--- config.mk ---
export PLATFORM = sky130hd
export DESIGN_NAME = fde_exec_8bit
export DESIGN_NICKNAME = d
export VERILOG_FILES = /design/src/rtl/fde_exec_8bit.sv
export SDC_FILE = /design/constraint.sdc
export NUM_CORES = 1
export LEC_CHECK = 0
export ABC_AREA = 1
export CAP_MARGIN = 5
export CORE_MARGIN = 2
export CORE_UTILIZATION = 34
export CTS_CLUSTER_SIZE = 12
export DETAILED_ROUTE_END_ITERATION = 7
export PLACE_DENSITY_LB_ADDON = 0.25
export SLEW_MARGIN = 20
export SYNTH_ARGS = -nofsm -noshare
export SYNTH_HDL_FRONTEND = slang
export SYNTH_SLANG_ARGS = --single-unit
--- constraint.sdc ---
create_clock -name clk -period 3 [get_ports clk]
set_input_delay 0.3 -clock clk [delete_from_list [all_inputs] [get_ports clk]]
set_output_delay 0.3 -clock clk [all_outputs]
set_load 0.005 [all_outputs]
--- src/rtl/fde_exec_8bit.sv ---
// Phase-driven 8-bit executor: acts on one-hot fetch/decode/execute strobes to run a tiny accumulator ISA.
// Build option: FDE_EXEC_ILLEGAL_TRAP_EN makes reserved opcodes A-E halt instead of acting as NOP.
module fde_exec_8bit #(
    parameter logic [7:0] RESET_PC = 8'h00
) (
    input  logic       clk,
    input  logic       reset_n,
    input  logic       fetch,
    input  logic       decode,
    input  logic       execute,
    output logic [7:0] mem_adr,
    output logic       mem_rd,
    input  logic [7:0] mem_data,
    output logic [7:0] pc,
    output logic [7:0] acc,
    output logic       zf,
    output logic       cf,
    output logic       halted,
    output logic       phase_err
);

`ifdef FDE_EXEC_ILLEGAL_TRAP_EN
    localparam bit TRAP_EN = 1'b1;
`else
    localparam bit TRAP_EN = 1'b0;
`endif

    typedef enum logic [1:0] {S_FETCH, S_DECODE, S_EXEC, S_HALT} state_t;
    typedef enum logic [1:0] {J_NONE, J_ALWAYS, J_ZERO, J_CARRY} jcond_t;

    state_t      state_q, state_d;
    jcond_t      jcond_q, jcond_d;
    logic [7:0]  ir_q, ir_d;
    logic [7:0]  pc_q, pc_d;
    logic [7:0]  acc_q, acc_d;
    logic        zf_q, zf_d;
    logic        cf_q, cf_d;
    logic        halted_q, halted_d;
    logic        err_q, err_d;
    logic [2:0]  alu_op_q, alu_op_d;
    logic        acc_we_q, acc_we_d;
    logic        halt_dec_q, halt_dec_d;

    logic [2:0]  strobes;
    logic [3:0]  op;
    logic [7:0]  imm8;
    logic [8:0]  sum9;
    logic [8:0]  diff9;
    logic [7:0]  alu_res;
    logic        carry_res;
    logic        taken;

    assign strobes = {fetch, decode, execute};
    assign op      = ir_q[7:4];
    assign imm8    = {4'h0, ir_q[3:0]};
    assign sum9    = {1'b0, acc_q} + {1'b0, imm8};
    assign diff9   = {1'b0, acc_q} - {1'b0, imm8};

    // ALU result and carry; ops that leave cf alone pass the old flag through
    always_comb begin
        alu_res   = acc_q;
        carry_res = cf_q;
        case (alu_op_q)
            3'd1: alu_res = imm8;
            3'd2: {carry_res, alu_res} = sum9;
            3'd3: {carry_res, alu_res} = diff9;
            3'd4: alu_res = acc_q & imm8;
            3'd5: alu_res = acc_q | imm8;
            3'd6: alu_res = acc_q ^ imm8;
            default: ;
        endcase
    end

    always_comb begin
        case (jcond_q)
            J_ALWAYS: taken = 1'b1;
            J_ZERO:   taken = zf_q;
            J_CARRY:  taken = cf_q;
            default:  taken = 1'b0;
        endcase
    end

    always_comb begin
        state_d    = state_q;
        ir_d       = ir_q;
        pc_d       = pc_q;
        acc_d      = acc_q;
        zf_d       = zf_q;
        cf_d       = cf_q;
        halted_d   = halted_q;
        err_d      = err_q;
        alu_op_d   = alu_op_q;
        acc_we_d   = acc_we_q;
        jcond_d    = jcond_q;
        halt_dec_d = halt_dec_q;
        case (state_q)
            S_FETCH: begin
                if (strobes == 3'b100) begin
                    ir_d    = mem_data;
                    state_d = S_DECODE;
                end else if (strobes != 3'b000) begin
                    err_d = 1'b1;
                end
            end
            S_DECODE: begin
                if (strobes == 3'b010) begin
                    alu_op_d   = op[2:0];
                    acc_we_d   = (op >= 4'h1) && (op <= 4'h6);
                    case (op)
                        4'h7:    jcond_d = J_ALWAYS;
                        4'h8:    jcond_d = J_ZERO;
                        4'h9:    jcond_d = J_CARRY;
                        default: jcond_d = J_NONE;
                    endcase
                    halt_dec_d = (op == 4'hF) || (TRAP_EN && (op >= 4'hA) && (op <= 4'hE));
                    state_d    = S_EXEC;
                end else if (strobes != 3'b000) begin
                    err_d = 1'b1;
                end
            end
            S_EXEC: begin
                if (strobes == 3'b001) begin
                    if (halt_dec_q) begin
                        halted_d = 1'b1;
                        state_d  = S_HALT;
                    end else begin
                        if (acc_we_q) begin
                            acc_d = alu_res;
                            zf_d  = (alu_res == 8'h00);
                            cf_d  = carry_res;
                        end
                        pc_d    = taken ? {ir_q[3:0], 4'h0} : pc_q + 8'd1;
                        state_d = S_FETCH;
                    end
                end else if (strobes != 3'b000) begin
                    err_d = 1'b1;
                end
            end
            default: ;
        endcase
    end

    always_ff @(posedge clk) begin
        if (!reset_n) begin
            state_q    <= S_FETCH;
            ir_q       <= 8'h00;
            pc_q       <= RESET_PC;
            acc_q      <= 8'h00;
            zf_q       <= 1'b0;
            cf_q       <= 1'b0;
            halted_q   <= 1'b0;
            err_q      <= 1'b0;
            alu_op_q   <= 3'd0;
            acc_we_q   <= 1'b0;
            jcond_q    <= J_NONE;
            halt_dec_q <= 1'b0;
        end else begin
            state_q    <= state_d;
            ir_q       <= ir_d;
            pc_q       <= pc_d;
            acc_q      <= acc_d;
            zf_q       <= zf_d;
            cf_q       <= cf_d;
            halted_q   <= halted_d;
            err_q      <= err_d;
            alu_op_q   <= alu_op_d;
            acc_we_q   <= acc_we_d;
            jcond_q    <= jcond_d;
            halt_dec_q <= halt_dec_d;
        end
    end

    assign mem_adr   = pc_q;
    assign mem_rd    = fetch & (state_q == S_FETCH) & ~halted_q;
    assign pc        = pc_q;
    assign acc       = acc_q;
    assign zf        = zf_q;
    assign cf        = cf_q;
    assign halted    = halted_q;
    assign phase_err = err_q;

endmodule
After elaboration in Yosys (flattened, before gate mapping) --
Cells that the tools add are included. W data, S select, Z words.
Storage, ports and cells: register bits 37, output and inout port bits 29
Operators by class: add/subtract/negate cells 3, order comparisons 2, eq/ne operators 24, multiplexer cells 15, bitwise logic cells 7, reduce and logical (&&, ||, !) cells 14
Operators by type and width (count):
- $pmux W8 S6 | 1
- $eq A3 B3 Y1 const B | 4
- $eq A4 B4 Y1 const B | 3
- $ne A2 B2 Y1 const B | 6
- $pmux W2 S3 | 2
- $reduce_and A4 Y1 | 3
- $add A8 B4 Y9 | 1
- $eq A3 B2 Y1 const B | 3
- $sub A8 B4 Y9 | 1
- $add A8 B1 Y8 const B | 1
- $and A8 B4 Y8 | 1
- $logic_not A8 Y1 | 1
- $mux W2 | 4
- $mux W8 | 1
- $or A8 B4 Y8 | 1
- $xor A8 B4 Y8 | 1
- $eq A2 B2 Y1 const B | 3
- $eq A3 B1 Y1 const B | 2
- $pmux W1 S3 | 2
- $reduce_and A3 Y1 | 2
- $reduce_bool A3 Y1 | 2
- $reduce_and A5 Y1 | 1
- $eq A2 B1 Y1 const B | 2
- $eq A4 B3 Y1 const B | 1
- 10 further kinds | 16

Longest topological paths before layout --
Gate-level depths: netlist of run 1.
depth after elaboration 4, depth in mapped cells 15

Worst setup path before layout of run 1 --
OpenSTA, ideal clock, no wires.
path type reg-to-reg, from register acc_q[0], in the netlist acc[0], to register zf_q, in the netlist zf, setup time 0.070 ns, data arrival time 1.874 ns, required time 2.930 ns, setup slack 1.056 ns, stages on the path, launching flop included 16, path buffers 0, cells stage by stage dfxtp_1 > inv_1 > ha_1 > inv_1 > fa_1 > inv_1 > nor2_1 > nor2_1 > nand2_1 > nor2_1 > nand2_1 > nor2_1 > nand2_1 > nor2_1 > nand3_1 > a21oi_1
On the way: word-level cells in the longest chain between the ends 3, elaborated cells on any way between the ends 7, those cells by class add/sub: 2; mux: 1; bitwise: 3; reduce/logical: 1
RTL lines:
- from (decl) | RTL line 35 | logic [7:0] acc_q, acc_d;
- from (signal assigned) | RTL line 148 | acc_q <= 8'h00;
- from (signal assigned) | RTL line 161 | acc_q <= acc_d;
- $sub A8 B4 Y9, or another cell as far along | RTL line 57 | assign diff9 = {1'b0, acc_q} - {1'b0, imm8};
- $pmux W8 S6 * | RTL line 63 | case (alu_op_q)
- $logic_not A8 Y1 * | RTL line 129 | zf_d = (alu_res == 8'h00);
- to (signal assigned) | RTL line 162 | zf_q <= zf_d;
- to (decl) | RTL line 36 | logic zf_q, zf_d;
Every way passes the cells marked *; elsewhere a longest branch is shown, timed or not. A chain may end at the register's enable or synchronous reset.

Worst setup path in the final report of run 1 --
from register acc_q[2], in the netlist acc[2], to register zf_q, in the netlist zf
The elaborated chain is that of the path after synthesis.

==> flow_summary.json, run 1 <==
{
  "startpoint_type": "flop",
  "crit_cells": 13,
  "port_buffers": 41,
  "r2r_end": "zf",
  "syn-num-nets": 439,
  "synth_common_cells": "nand2_1, inv_1, nand3_1",
  "min_path_type": "reg2reg",
  "dp_hpwl_um": 5310,
  "netlist_instances": 407,
  "worstReg2RegStart": "acc[2]",
  "rr_worst_depth": 13,
  "grt_max_degree": 23,
  "wl_met1_um": 3200,
  "irDropWorstVdd_mv": 0.349,
  "drcViolationCount": 0,
  "top_layer": "met4",
  "cts.sinks": 37,
  "clock_latency_ns": 0.28,
  "synth_cell_types": 28,
  "fin_crit_sh_pct": 76.3,
  "p_leak_nw": 1.32,
  "critical-path-max-stage-delay_ns": 0.48,
  "r2r_setup_slack_ns": 0.71,
  "overflow": 0,
  "critPathBufInv": 2,
  "slew-limit-headroom_pct": 67.9,
  "cap_violations": 0,
  "critical_path_peak_fanout": 7,
  "cp.arrival_ns": 2.44,
  "postCtsSetupRepairBufs": 0,
  "areaGrowthSynthToFinish_pct": 19.3,
  "grt_pass1_wl_um": 11700,
  "ant_nets": 0,
  "setup_slack_ns": 0.712,
  "cp_slowest_cell": "dfxtp_1",
  "ys_seq_elements": 37,
  "design.core.area_um2": 7610,
  "hold_viol_final": 0,
  "seq_area_frac_synth_pct": 28.1,
  "hold_path_depth": 2,
  "synth_area_um2": 2630,
  "met2_length_um": 3190,
  "first_global_vias": 2499,
  "synthTopCellsByArea": "dfxtp_1, nand2_1, inv_1",
  "synth_top_area_share_pct": 28.1,
  "cts_htree_levels": 2,
  "dieHeight_um": 92.0,
  "worst-setup-path-type": "reg2reg",
  "rsz0062_at_grt": "false",
  "synth_top_area_cell": "dfxtp_1",
  "synth-async-reset-ratio_pct": 0,
  "start_util_pct": 34.6,
  "die_area_um2": 8460,
  "pre_cts_slack_ns": 0.719,
  "cts_resized": 0,
  "hold_buffers": 0,
  "nets": 471,
  "drive_above_1_share_pct": 2.97,
  "cp.required_ns": 3.16,
  "ys_warn_count": 0,
  "worstPathCellList": "inv_1 > ha_1 > inv_1 > a21oi_1 > nand2_1 > nand2_1 > nand3_1 > nand3_1 > o21ai_0 > nand2_1 > nor2_1 > nand3_1 > a21oi_1",
  "antenna_found_initial": 0,
  "p_per_area_nw_per_um2": 382,
  "syn_avg_cell_area_um2": 6.47,
  "synthMostInstantiatedCell": "nand2_1",
  "outcome": "finished, final reports clean",
  "wl_per_cell_um": 12.7,
  "gp_congestion": 0.862,
  "drv_slew": 0,
  "diodes": 0,
  "setup-tns-final_ns": 0,
  "max_freq_mhz": 437,
  "vias": 2671,
  "worstHoldStart": "halt_dec_q",
  "vias_per_cell": 4.95,
  "routed_wl_um": 6860,
  "finalSetupViolCount": 0,
  "min_period_ns": 2.29,
  "std_cell_rows": 32,
  "cts_buffers": 5,
  "fin_skew_ns": 0.00441,
  "synth_edf_count": 0,
  "tightest_slew_ns": 0.481,
  "gr-usage-all-layers_pct": 16.9,
  "initialDrtViolationCount": 150,
  "synth_ff_type": "dfxtp_1",
  "path_delay_family": "simple AND/OR/NAND/NOR gates",
  "clk_pin_slew_ns": 0.07,
  "hold_end": "halt_dec_q",
  "cts-root-buf": "clkbuf_8",
  "drt_first_pass_iters": 5,
  "wl_met3_um": 334,
  "cp-end-kind": "flop",
  "cts_tree": "built",
  "pin_count": 42,
  "cts_buffer_depth": 2,
  "die_x_um": 92.0
}
[how the worst max path moves through the flow]
stage,start,to
after floorplan,acc[0],zf
after global placement,fetch,zf
after detailed placement,fetch,zf
after CTS,acc[2],zf
after global routing,acc[2],zf
final,acc[2],zf
[cell families after synthesis]
kind of cell | count (synthesis) | share of synthesized area, %
xor+xnor | 4 | 1.33
simple gates | 181 | 30.2
buf+inv | 80 | 13.3
compound gates | 86 | 17.4
flops | 37 | 28.1
fa+ha+maj | 19 | 9.60
[registers in the layout, summed over array words and instances (netlist names), 2 cells and up]
name / cells
acc: 8
alu_op_q: 3
ir_q: 8
jcond_q: 2
mem_adr: 8
state_q: 2
[cells in the final DEF (no fill, tap or decap), types with 2 or more instances in the layout]
| cell | Yosys | routed |
|---|---|---|
| nand2_1 | 73 | 73 |
| inv_1 | 61 | 61 |
| nand3_1 | 41 | 41 |
| clkdlybuf4s50_1 | 0 | 41 |
| a21oi_1 | 38 | 38 |
| dfxtp_1 | 37 | 37 |
| nor2_1 | 36 | 36 |
| o21ai_0 | 36 | 36 |
| nor3_1 | 18 | 18 |
| ha_1 | 17 | 17 |
| o211ai_1 | 6 | 6 |
| nand4_1 | 5 | 5 |
| clkbuf_8 | 0 | 5 |
| xor2_1 | 4 | 4 |
| a211oi_1 | 3 | 3 |
| nor2_2 | 2 | 2 |
| nor4_1 | 2 | 2 |
| fa_1 | 2 | 2 |
| buf_4 | 11 | 2 |
[report_power, final]
part	internal, W	total, W	switching, W
sequential	0.000522	0.000551	0.0000285
combinational	0.000128	0.000332	0.000204
clock	0.000153	0.000318	0.000165
[final cells by class]
class                      instances  area [um2]
clock buffer                       5        68.8
multi-input combinational        290        1540
fill                             814        4470
tap                              102         128
sequential                        37         741
timing repair buffer              43         425
inverter                          62         233
clock inverter                     1        5.00
[through the flow]
stage / cells / power (W) / utilization, % / instance area (um2) / hold slack, ns
6_report: 540 / 0.00120 / 41.3 / 3140 / 0.477
3_3_place_gp: 534 / 0.000889 / 40.3 / 3070 / 0.467
4_1_cts: 540 / 0.00121 / 41.3 / 3140 / 0.480
3_5_place_dp: 534 / 0.000894 / 40.3 / 3070 / 0.462
2_1_floorplan: 407 / 0.000795 / - / 2630 / 0.435
5_1_grt: 540 / 0.00129 / 41.3 / 3140 / 0.507
[tightest hold or removal path: cells and delay by family, from the launching register on]
kind	cells	cell delay (ns)
flops	1	0.32
buf+inv	1	0.06
compound gates	1	0.05
[routing by layer]
layer	track usage [%]	vias to the layer above
met3	2.96	13
li1	-	1388
met2	28.8	68
met5	0	-
met1	21.4	1202
met4	5.97	0
No activity file was read; power rests on OpenSTA's default activity.
==> run 2, diff against run 1 <==
Clock period 3 ns to 2.1 ns, I/O delays scaled along.
==> run 2 against run 1 <==
Maximum frequency increased by 11%; count of clock-buffer cells in the layout grew 2; core utilization grew 3.0 points; setup slack worse by 0.67 ns; die area stayed put; via count grew 3.1%; final cell count up 3.7%; critical path depth down 1; first-iteration DRC count rose by 6.0%.
==> flow_summary.json, run 2 (synthesized netlist as in run 1, its figures left out) <==
{
  "rr_worst_depth": 12,
  "max_freq_mhz": 486,
  "grt_pass1_wl_um": 12100,
  "ant_nets": 0,
  "grt_max_degree": 18,
  "wl_per_cell_um": 12.4,
  "min_path_type": "reg2reg",
  "dieHeight_um": 92.0,
  "fin_skew_ns": 0.00217,
  "p_per_area_nw_per_um2": 546,
  "fin_crit_sh_pct": 98.0,
  "worst-setup-path-type": "reg2reg",
  "drive_above_1_share_pct": 11.4,
  "hold_path_depth": 2,
  "pin_count": 42,
  "combPwrFrac_pct": 27.8,
  "cts_buffer_depth": 2,
  "cp-end-kind": "flop",
  "cp.arrival_ns": 2.27,
  "switching_share_pct": 32.0,
  "cts.sinks": 37,
  "vias": 2754,
  "start_util_pct": 34.6,
  "hold_end": "halt_dec_q",
  "outcome": "finished, final reports clean",
  "clk_pin_slew_ns": 0.07,
  "pre_cts_slack_ns": 0.0110,
  "slew-limit-headroom_pct": 64.1,
  "p_leak_nw": 1.42,
  "die_area_um2": 8460,
  "seqPwrFrac_pct": 42.6,
  "std_cell_rows": 32,
  "vias_per_cell": 4.92,
  "p_clk_share_pct": 29.7,
  "initialDrtViolationCount": 159,
  "fillers": 838,
  "diodes": 0,
  "startpoint_type": "flop",
  "cts_buffers": 5,
  "nets": 489,
  "worstReg2RegStart": "acc[0]",
  "drv_slew": 0,
  "power.internal_w": 0.00125,
  "irDropWorstVdd_mv": 0.424,
  "power_switching_w": 0.000589,
  "final_common_cell": "nand2_1",
  "finalSetupViolCount": 0,
  "antenna_found_initial": 0,
  "tightest_slew_ns": 0.538,
  "hold_buffers": 0,
  "critical_path_peak_fanout": 4,
  "clock_latency_ns": 0.29,
  "setup_slack_ns": 0.0417,
  "overflow": 0,
  "cts_htree_levels": 2,
  "port_buffers": 41,
  "routed_wl_um": 6940,
  "gp_congestion": 0.891,
  "areaGrowthSynthToFinish_pct": 28.1,
  "first_global_vias": 2654,
  "r2r_end": "zf",
  "min_period_ns": 2.06,
  "drcViolationCount": 0,
  "die_x_um": 92.0,
  "final_cell_mix": "nand2_1, inv_1, clkdlybuf4s50_1",
  "worstHoldStart": "halt_dec_q",
  "cts_tree": "built",
  "rsz0062_at_grt": "true",
  "r2r_setup_slack_ns": 0.04,
  "design.core.area_um2": 7610,
  "gr-usage-all-layers_pct": 17.4,
  "power_w": 0.00184,
  "hold_viol_final": 0,
  "dp_hpwl_um": 5530,
  "cap_violations": 0,
  "cts-root-buf": "clkbuf_8",
  "cp.required_ns": 2.32,
  "drt_first_pass_iters": 4
}
run 2: cell count changes in the layout (fill, tap and decap cells not counted), sizes merged:
cell and change:
clkbuf +2, buf +18
run 2: layer usage:
layer / track usage [%] / up-vias / routed length, um
li1: - / 1428 / -
met1: 22.5 / 1257 / 3270
met2: 29.6 / 59 / 3240
met3: 3.62 / 10 / 331
met4: 4.60 / 0 / 97
met5: 0 / - / 0
run 2: power groups by stage:
stage / Sequential (W) / Clock [W] / Combinational [W]
3_3_place_gp: 0.000799 / 0 / 0.000491
6_report: 0.000784 / 0.000546 / 0.000511
2_1_floorplan: 0.000789 / 0 / 0.000346
5_1_grt: 0.000791 / 0.000594 / 0.000593
3_5_place_dp: 0.000800 / 0 / 0.000499
4_1_cts: 0.000784 / 0.000562 / 0.000502
run 2: timing repair:
item / 4_1_cts / 5_1_grt
resized for setup: 1 / 25
pin swaps: 0 / 13
endpoints found under the setup margin: 1 / 6
setup buffers: 0 / 0
run 2: how the worst max path moves through the flow:
stage | from | end | slack, ns | cells past startpoint
floorplan | acc[0] | zf | 0.16 | 15
global placement | acc[0] | zf | 0.02 | 12
detailed placement | acc[0] | zf | 0.01 | 15
CTS | acc[0] | zf | 0.006 | 12
global route | ir_q[1] | zf | -0.17 | 13
finish | acc[0] | zf | 0.04 | 12
run 2: final cells by class:
cell class	count	area, um2	share of cell area [%]
clock buffer	7	96.3	2.86
clock inverter	1	5.00	0.148
sequential	37	748	22.2
inverter	62	238	7.05
multi-input combinational	290	1600	47.3
tap	102	128	3.78
timing repair buffer	61	561	16.6
run 2: metrics by stage:
stage	hold WS (ns)	cells	util [%]	instance area, um2	setup TNS, ns
after detailed placement	0.462	552	42.1	3200	0
after global placement	0.465	552	42.1	3200	0
after CTS	0.483	560	43.5	3310	0
after global routing	0.511	560	44.3	3370	-0.203
after floorplan	0.345	407	-	2630	0
final	0.476	560	44.3	3370	0
run 2: critical path, cell delays in order, from the launching register on:
cell     delay [ns]
dfxtp_4        0.36
inv_4          0.06
ha_4           0.13
inv_4          0.03
fa_2           0.41
or2_0          0.23
nand3_1        0.09
nand2_1        0.05
nor3_1         0.13
nand3_1        0.14
nor2_1         0.13
nand3_1        0.08
a21oi_1        0.15
